### src/rtl/pack_pkg.sv
// Shared types for the pack sequencer: FSM state encoding and the stage select
// that steers the registered byte mux.
package pack_pkg;

  typedef enum logic [2:0] {
    S_IDLE = 3'd0,
    S_HEAD = 3'd1,
    S_DATA = 3'd2,
    S_TAIL = 3'd3,
    S_DONE = 3'd4,
    S_ERR  = 3'd7
  } state_e;

  typedef enum logic [1:0] {
    SEL_NONE = 2'd0,
    SEL_HEAD = 2'd1,
    SEL_BODY = 2'd2,
    SEL_TAIL = 2'd3
  } sel_e;

  function automatic sel_e state_to_sel(input state_e s);
    case (s)
      S_HEAD:  return SEL_HEAD;
      S_DATA:  return SEL_BODY;
      S_TAIL:  return SEL_TAIL;
      default: return SEL_NONE;
    endcase
  endfunction

endpackage

### src/rtl/pack_mux.sv
// Registered 3:1 byte mux plus packet byte counter. Only the selected stage's
// bytes are forwarded; pack_data is held at 0 whenever nothing is forwarded.
module pack_mux
  import pack_pkg::*;
#(
  parameter int LEN_W = 16
) (
  input  logic             clk_sys,
  input  logic             rst,
  input  logic             clr,
  input  sel_e             sel,
  input  logic [7:0]       head_data,
  input  logic             head_vld,
  input  logic [7:0]       body_data,
  input  logic             body_vld,
  input  logic [7:0]       tail_data,
  input  logic             tail_vld,
  output logic [7:0]       pack_data,
  output logic             pack_vld,
  output logic [LEN_W-1:0] byte_cnt_nxt
);

  logic [7:0]       pack_data_q, pack_data_d;
  logic             pack_vld_q, pack_vld_d;
  logic [LEN_W-1:0] byte_cnt_q, byte_cnt_d;

  always_comb begin
    pack_vld_d  = 1'b0;
    pack_data_d = 8'h00;
    case (sel)
      SEL_HEAD: begin pack_vld_d = head_vld; pack_data_d = head_vld ? head_data : 8'h00; end
      SEL_BODY: begin pack_vld_d = body_vld; pack_data_d = body_vld ? body_data : 8'h00; end
      SEL_TAIL: begin pack_vld_d = tail_vld; pack_data_d = tail_vld ? tail_data : 8'h00; end
      default:  ;
    endcase
    // Counter wraps naturally at 2^LEN_W.
    byte_cnt_d = clr ? '0 : byte_cnt_q + {{(LEN_W-1){1'b0}}, pack_vld_d};
  end

  always_ff @(posedge clk_sys) begin
    if (rst) begin
      pack_data_q <= 8'h00;
      pack_vld_q  <= 1'b0;
      byte_cnt_q  <= '0;
    end else begin
      pack_data_q <= pack_data_d;
      pack_vld_q  <= pack_vld_d;
      byte_cnt_q  <= byte_cnt_d;
    end
  end

  assign pack_data    = pack_data_q;
  assign pack_vld     = pack_vld_q;
  assign byte_cnt_nxt = byte_cnt_d;

endmodule

### src/rtl/pack_ctrl.sv
// Packet sequencer: runs head, data, tail stages per fire_pack and merges their
// bytes. Optional stage watchdog enabled by defining PACK_CTRL_TIMEOUT_EN.
module pack_ctrl
  import pack_pkg::*;
#(
  parameter int LEN_W  = 16,
  parameter int CNT_W  = 16,
  parameter int TO_CYC = 1024
) (
  input  logic             clk_sys,
  input  logic             rst,
  input  logic             fire_pack,
  output logic             done_pack,
  output logic             busy,
  output logic             fire_head,
  input  logic             done_head,
  input  logic [7:0]       head_data,
  input  logic             head_vld,
  output logic             fire_data,
  input  logic             done_data,
  input  logic [7:0]       body_data,
  input  logic             body_vld,
  output logic             fire_tail,
  input  logic             done_tail,
  input  logic [7:0]       tail_data,
  input  logic             tail_vld,
  output logic [7:0]       pack_data,
  output logic             pack_vld,
  output logic [LEN_W-1:0] pack_len,
  output logic [CNT_W-1:0] pkt_cnt,
  output logic             err_pack
);

  // Handshake: fire_x is a one-cycle pulse in the first cycle of a stage; the
  // stage answers with a one-cycle done_x, accepted from the fire cycle onward.
  // done_x/vld from a stage that is not currently active are ignored.
  state_e           state_q, state_d;
  logic             fire_head_q, fire_head_d;
  logic             fire_data_q, fire_data_d;
  logic             fire_tail_q, fire_tail_d;
  logic             done_pack_q, done_pack_d;
  logic             err_pack_q, err_pack_d;
  logic [LEN_W-1:0] pack_len_q, pack_len_d;
  logic [CNT_W-1:0] pkt_cnt_q, pkt_cnt_d;
  logic             clr;
  logic [LEN_W-1:0] byte_cnt_nxt;

`ifdef PACK_CTRL_TIMEOUT_EN
  localparam int WD_W = $clog2(TO_CYC + 1);
  logic [WD_W-1:0] wdog_q, wdog_d;
  logic            stage_done;
  logic            in_stage;
`endif

  always_comb begin
    state_d     = state_q;
    fire_head_d = 1'b0;
    fire_data_d = 1'b0;
    fire_tail_d = 1'b0;
    done_pack_d = 1'b0;
    err_pack_d  = 1'b0;
    pack_len_d  = pack_len_q;
    pkt_cnt_d   = pkt_cnt_q;
    clr         = 1'b0;
    case (state_q)
      S_IDLE: if (fire_pack) begin
        state_d     = S_HEAD;
        fire_head_d = 1'b1;
        clr         = 1'b1;
      end
      S_HEAD: if (done_head) begin
        state_d     = S_DATA;
        fire_data_d = 1'b1;
      end
      S_DATA: if (done_data) begin
        state_d     = S_TAIL;
        fire_tail_d = 1'b1;
      end
      S_TAIL: if (done_tail) begin
        // Length includes the tail byte being registered on this same edge.
        state_d     = S_DONE;
        done_pack_d = 1'b1;
        pack_len_d  = byte_cnt_nxt;
        pkt_cnt_d   = pkt_cnt_q + {{(CNT_W-1){1'b0}}, 1'b1};
      end
      default: state_d = S_IDLE;
    endcase
`ifdef PACK_CTRL_TIMEOUT_EN
    in_stage   = (state_q == S_HEAD) || (state_q == S_DATA) || (state_q == S_TAIL);
    stage_done = ((state_q == S_HEAD) && done_head) || ((state_q == S_DATA) && done_data) ||
                 ((state_q == S_TAIL) && done_tail);
    // wdog_q counts completed cycles in the stage; a done on the limit cycle wins.
    if (in_stage && !stage_done && (wdog_q == WD_W'(TO_CYC - 1))) begin
      state_d    = S_ERR;
      err_pack_d = 1'b1;
    end
    wdog_d = (in_stage && (state_d == state_q)) ? wdog_q + {{(WD_W-1){1'b0}}, 1'b1} : '0;
`endif
  end

  always_ff @(posedge clk_sys) begin
    if (rst) begin
      state_q     <= S_IDLE;
      fire_head_q <= 1'b0;
      fire_data_q <= 1'b0;
      fire_tail_q <= 1'b0;
      done_pack_q <= 1'b0;
      err_pack_q  <= 1'b0;
      pack_len_q  <= '0;
      pkt_cnt_q   <= '0;
    end else begin
      state_q     <= state_d;
      fire_head_q <= fire_head_d;
      fire_data_q <= fire_data_d;
      fire_tail_q <= fire_tail_d;
      done_pack_q <= done_pack_d;
      err_pack_q  <= err_pack_d;
      pack_len_q  <= pack_len_d;
      pkt_cnt_q   <= pkt_cnt_d;
    end
  end

`ifdef PACK_CTRL_TIMEOUT_EN
  always_ff @(posedge clk_sys) begin
    if (rst) wdog_q <= '0;
    else     wdog_q <= wdog_d;
  end
  assign err_pack = err_pack_q;
`else
  logic unused_to_cyc;
  assign unused_to_cyc = (TO_CYC != 0) | err_pack_q;
  assign err_pack      = 1'b0;
`endif

  pack_mux #(.LEN_W(LEN_W)) u_mux (
    .clk_sys      (clk_sys),
    .rst          (rst),
    .clr          (clr),
    .sel          (state_to_sel(state_q)),
    .head_data    (head_data),
    .head_vld     (head_vld),
    .body_data    (body_data),
    .body_vld     (body_vld),
    .tail_data    (tail_data),
    .tail_vld     (tail_vld),
    .pack_data    (pack_data),
    .pack_vld     (pack_vld),
    .byte_cnt_nxt (byte_cnt_nxt)
  );

  assign busy      = (state_q != S_IDLE);
  assign fire_head = fire_head_q;
  assign fire_data = fire_data_q;
  assign fire_tail = fire_tail_q;
  assign done_pack = done_pack_q;
  assign pack_len  = pack_len_q;
  assign pkt_cnt   = pkt_cnt_q;

endmodule

### config.mk
export PLATFORM = sky130hd
export DESIGN_NAME = pack_ctrl
export DESIGN_NICKNAME = d
export VERILOG_FILES = /design/src/rtl/pack_pkg.sv /design/src/rtl/pack_mux.sv /design/src/rtl/pack_ctrl.sv
export SDC_FILE = /design/constraint.sdc
export NUM_CORES = 1
export LEC_CHECK = 0
export CAP_MARGIN = 20
export CORE_AREA = 2 2 88 90
export CTS_BUF_LIST = sky130_fd_sc_hd__clkbuf_2
export DETAILED_ROUTE_END_ITERATION = 12
export DIE_AREA = 0 0 90 92
export PLACE_DENSITY = 0.68
export SYNTH_ARGS = -nofsm -noshare
export SYNTH_HDL_FRONTEND = slang
export SYNTH_HIERARCHICAL = 1
export SYNTH_SLANG_ARGS = --single-unit
### constraint.sdc
create_clock -name clk_sys -period 7.7 [get_ports clk_sys]
set_input_delay 0.77 -clock clk_sys [delete_from_list [all_inputs] [get_ports clk_sys]]
set_output_delay 0.77 -clock clk_sys [all_outputs]
set_load 0.1 [all_outputs]
==> results.cfg <==
[worst_setup_path]
crit_chain = or3_1, clkdlybuf4s50_1
rr_worst_depth = 11
reg2reg_slack_ns = 4.66
r2r_start = state_q[1]
required_ns = 6.93
r2r-end = pack_len[15]
cp-end-kind = output port
startpoint = state_q[0]
path_max_fanout = 10
arrival_ns = 2.40
critical_path_class = flip-flop to output port
startpoint_type = flip-flop
slowest_stage = clkdlybuf4s50_1
max_stage_delay_ns = 1.14

[logic_synthesis]
synth.area.top_cells = dfxtp_1 (45%), nor2_1 (6.7%), nand2_1 (6.5%), xnor2_1 (4.3%), a21oi_1 (4.0%)
synthesis.area_sq_um = 2870
seq_area_frac_synth_pct = 44.6
synthFlopType = dfxtp_1
synth_fp_nets = 373
yosysWarningCount = 6
ys_ff_latch = 64
synthCells = 337
async_reset_ff_share_pct = 0
yosysTopAreaCell = dfxtp_1
synth_edf_count = 0
syn_avg_cell_area_sq_um = 8.52
ys_types = 48
synth_top_area_share_pct = 44.6

[finish]
layout.nets = 443
syn2layout_area_growth_pct = 31.9
layout-drive-gt1-share_pct = 6.81
nFillCells = 760
diodes = 0

[die]
dieArea_sq_um = 8280
rows = 32
io_pins = 80
initial_core_util_pct = 38.5
fp.coreArea_sq_um = 7450
die_h_microns = 92
fp.dieW_microns = 90

[global_routing]
grt_pass1_vias = 2450
grt_max_degree = 57
antenna_found_initial = 0
grt_use_total_pct = 16.2
grt_pass1_wl_mm = 10.9
gr-total-overflow = 0

[cts]
post_cts_buffers = 0
numCtsBuffers = 9
clk_latency_ns = 0.50
htreeDepth = 3
path_clk_slew_ns = 0.17
cts_tree = done
root_buffer = clkbuf_2
cts_hold_buf = 0
clk_path_buf_depth = 2
clkSinkCount = 64
cts_resized = 0

[power_and_ir_drop]
total_power_uw = 608
ir_drop_mv = 0.0862
leakage_uw = 0.00139
power_density_nw_per_um2 = 161

[route]
routed_wl_mm = 6.29
drc = 0
antenna_left = 0
vias = 2490
vias_per_cell = 4.85
dr.pass1.iters = 5
routedWlPerCell_microns = 12.3
drtIter0Drc = 76

[status]
outcome = finished, final reports clean

[timing]
period_share_pct = 41.2
worst_slew_pin_slew_ns = 1.01
fin_tns_setup_ns = 0
rsz0062_at_grt = false
hold_violations = 0
timing.fmax_mhz = 315
finalSetupViolCount = 0
slew_headroom_pct = 32.4
finClkSkew_ns = 0.0230
drv_slew = 0
period_needed_ns = 3.17

[worst_hold_path]
hp-class = flip-flop to flip-flop
min-delay-start = pack_len[7]
holdPathStages = 2
min_to = pack_len[7]

[placement]
gp_congestion = 0.775
io_buffers = 78
dpl.hpwl_mm = 4.45

[flow_run]
cap_viol_max_count = 0
-- flip-flops by register name (all words and copies together), names as in the netlist --
register and cells:
fire_tail 1, u_mux/pack_data 8, done_pack 1, u_mux/pack_vld 1, state_q 3, fire_data 1, fire_head 1, pkt_cnt 16
u_mux/byte_cnt_q 16, pack_len 16
-- metal layers --
| metal | routed length (microns) | global-route usage [%] | vias up |
|---|---|---|---|
| li1 | - | - | 1284 |
| met1 | 2900 | 19.9 | 1119 |
| met2 | 2840 | 25.8 | 76 |
| met3 | 427 | 5.42 | 11 |
| met4 | 121 | 7.44 | 0 |
| met5 | 0 | 0 | - |
-- cells in the mapped netlist, drive strengths merged (2+ instances only) --
library cell / n
or2: 2
o31ai: 2
and3: 3
nand2: 50
a22o: 7
o21ai: 6
nor4: 4
buf: 7
or3: 5
ha: 3
dfxtp: 64
nor3: 14
nand2b: 2
inv: 8
nand3: 8
nor3b: 2
nor2b: 6
or4: 3
nand4: 7
a21oi: 23
and4: 2
xor2: 8
a22oi: 8
and2: 3
nor2: 51
clkbuf: 13
xnor2: 14
mux2: 3
-- through the flow --
stage                     util, %  setup slack (ns)  cell area [sq um]  cells  hold WS [ns]
final                        50.8              4.53               3790    513         0.466
after global routing         50.8              4.42               3790    513         0.494
after CTS                    50.8              4.51               3790    513         0.470
after detailed placement     49.5              4.17               3690    498         0.451
after global placement       49.5              4.24               3690    498         0.444
after floorplan                 -              5.01               2870    337         0.458
-- critical path, delay by kind of cell, from the launching register on --
kind / cells / cell delay, ns
flip-flops: 1 / 0.57
AND/OR/NAND/NOR: 1 / 0.20
buffers and inverters: 1 / 1.14
-- cell type report --
type	count	area [sq um]	area share, %
Tap cell	102	128	3.37
Timing Repair Buffer	79	783	20.7
Clock buffer	10	50.0	1.32
Multi-Input combinational cell	245	1470	38.7
Inverter	8	30.0	0.793
Clock inverter	5	48.8	1.29
Sequential cell	64	1280	33.8
-- worst max-delay path by stage --
| stage | endpoint | cells past startpoint |
|---|---|---|
| after global routing | busy | 2 |
| after detailed placement | pack_len[15] | 11 |
| after CTS | busy | 2 |
| after floorplan | pack_len[15] | 11 |
| after global placement | pack_len[15] | 11 |
| final | busy | 2 |
-- cell families (layout without fill, tap and decap cells) --
group,after synthesis,in the layout,share of synthesized area [%]
AOI/OAI and AO/OA,51,51,11.3
buffers and inverters,28,102,4.32
xor gates and xnor gates,22,22,6.71
DFF,64,64,44.6
and+or+nand+nor,164,164,30.1
other,1,1,0.131
muxes,4,4,1.53
adders and majority gates,3,3,1.31
-- placed cells by master (no fill, tap or decap), types with 2 or more instances in the layout --
cell,count
or4_1,3
or3_1,5
a22oi_1,8
xnor2_1,14
a22o_1,7
clkdlybuf4s50_1,77
nand4_1,3
nand2_1,50
nor2_1,51
clkinv_2,3
dfxtp_1,64
clkbuf_2,10
and4_1,2
xor2_1,8
and3_1,3
and2_1,3
inv_1,8
a21oi_1,23
ha_1,3
o21ai_0,6
nor3_1,14
nand4_4,3
nor4_1,2
nand3_1,7
o31ai_1,2
mux2_1,2
nor2b_1,6
nand2b_1,2
-- power breakdown --
group / internal (uW) / switching, uW
combinational: 29.9 / 52.0
clock: 72.1 / 115
sequential: 335 / 3.78
Note: power is estimated with default switching activity, not from simulation.
==> RTL change, RTL diff (config.mk and constraints unchanged) <==
Re-encode `state_e` (6 states) as one-hot, 6 bits wide.
--- a/src/rtl/pack_pkg.sv
+++ b/src/rtl/pack_pkg.sv
@@ -2,13 +2,13 @@
 // that steers the registered byte mux.
 package pack_pkg;
 
-  typedef enum logic [2:0] {
-    S_IDLE = 3'd0,
-    S_HEAD = 3'd1,
-    S_DATA = 3'd2,
-    S_TAIL = 3'd3,
-    S_DONE = 3'd4,
-    S_ERR  = 3'd7
+  typedef enum logic [5:0] {
+    S_IDLE = 6'b000001,
+    S_HEAD = 6'b000010,
+    S_DATA = 6'b000100,
+    S_TAIL = 6'b001000,
+    S_DONE = 6'b010000,
+    S_ERR  = 6'b100000
   } state_e;
 
   typedef enum logic [1:0] {
Function: no difference found for any inputs over 10 cycles, from zero or initial values and one cycle with rst high; not proved beyond that.
==> RTL change against the unedited design <==
  * Worst setup slack lost 200 ps
  * Cell area grew 3.9%
  * Sequential cell count grew 2
  * Synthesized area grew 4.8%
  * Power shrank 3.8%
  * Register-to-register slack lost 330 ps
  * Sequential share of layout area shrank 0.24 points
  * Critical path depth grew 2
  * Largest power group unchanged
  * Count of clock-buffer cells in the layout is the same
  * Combinational power shrank 34%
  * Largest cell class unchanged
  * Final cell count grew 3.9%
  * Routed wire length grew 7.3%
==> RTL change: results (changes against the unedited design) <==
Clock network
The number of buffers added by the clock tree synthesis step came to 9 (unchanged).

Worst setup path
The highest cell delay on the worst timing path is 970 ps (-170 ps). The worst register-to-register path begins at state_q[2]. The data arrival time of the critical path is 2610 ps (+210 ps). The critical path starts at state_q[1]. The register-to-register setup slack is 4330 ps (-330 ps).

The count of cells along the worst register-to-register path is 12 (+1).

Layout
The net count reported at finish is 464 (+4.7%). The share of layout cells above drive strength 1 is 0.07425 (+0.006119).

Route
The number of DRC markers in iteration 0 is 98 (+29%). The total routed wire length on the met1 layer is 3037 um (+4.7%). The detailed-routed wire length on met2 came to 3239 um (+14%). The detail-routed net length per standard cell is 12.66 um (+3.3%). The sum of met3 wire segment lengths after detailed routing is 378 um (-11%). The wire length after detailed routing is 6749 um (+7.3%). The detailed-router iteration count before antenna repair was 4 (-1).

Logic synthesis
Yosys attributes the largest share of cell area to sky130_fd_sc_hd__dfxtp_1 44%, sky130_fd_sc_hd__nand2_1 6.5%, sky130_fd_sc_hd__nor2_1 6.4%. The number of instances in the synthesized netlist is 356 (+5.6%). The share of the yosys chip area belonging to registers is 0.4391 (-0.007297). In the synthesized netlist, the cells that appear most often are 66 x sky130_fd_sc_hd__dfxtp_1, 52 x sky130_fd_sc_hd__nand2_1, 51 x sky130_fd_sc_hd__nor2_1.

The post-synth net total is 392 (+5.1%).

Global route
The wire length of the first global-routing pass is 11320 um (+3.7%). The maximum number of pins on one net before global-route repair was 56 (-1.8%). The via count of the first global-routing pass came to 2500 (+2.0%).

Outcome
The flow ran to the end, and the final reports show no timing, DRC or antenna violations.

Pwr
The maximum resistive drop on vdd is 0.00008430 V (-2.2%). The leakage power of the design is 1.410 nW (+1.4%). The power share of the clock group is 0.318 (+0.010). The net switching power figure is 0.1475 mW (-14%). The internal power is 0.4374 mW (about the same).

The power in sequential cells is 0.345 mW (+2%).

Place
The detailed placer's ending HPWL is 4862 um (+9.3%). The total instance count after detailed placement came to 519 (+4.2%). The worst slack at placement is 4131 ps (-35.41 ps).

Timing
The worst slew slack as a fraction of its limit is 0.3298 (+0.005371). The largest clock skew in the final design was 15.60 ps (-7.369 ps). The worst hold slack across all endpoints is 466.2 ps (+0.4440 ps).
## RTL change: kinds of logic (layout without fill, tap and decap cells)
group / after synthesis / in the layout / share of synthesized area
adder cells (fa/ha/maj): 3 / 3 / 0.01248
buffers and inverters: 27 / 102 / 0.03867
other: 1 / 1 / 0.001246
AND/OR/NAND/NOR: 173 / 173 / 0.3035
XOR/XNOR: 18 / 18 / 0.05239
flip-flops: 66 / 66 / 0.4391
multiplexers: 4 / 4 / 0.01455
AO/OA/AOI/OAI: 64 / 64 / 0.1380
## RTL change: layer usage
metal,vias to the layer above,global-route usage
met5,-,0
met4,0,0.04744
met3,9,0.05998
li1,1370,-
met2,68,0.2776
met1,1256,0.2042
## RTL change: area by class of cell
cell class	instances	area (um^2)
Inverter	9	33.78
Fill cell	744	3515
Multi-Input combinational cell	263	1572
Clock buffer	10	50.05
Timing Repair Buffer	79	783.3
Tap cell	102	127.6
Sequential cell	66	1321
Clock inverter	4	45.04
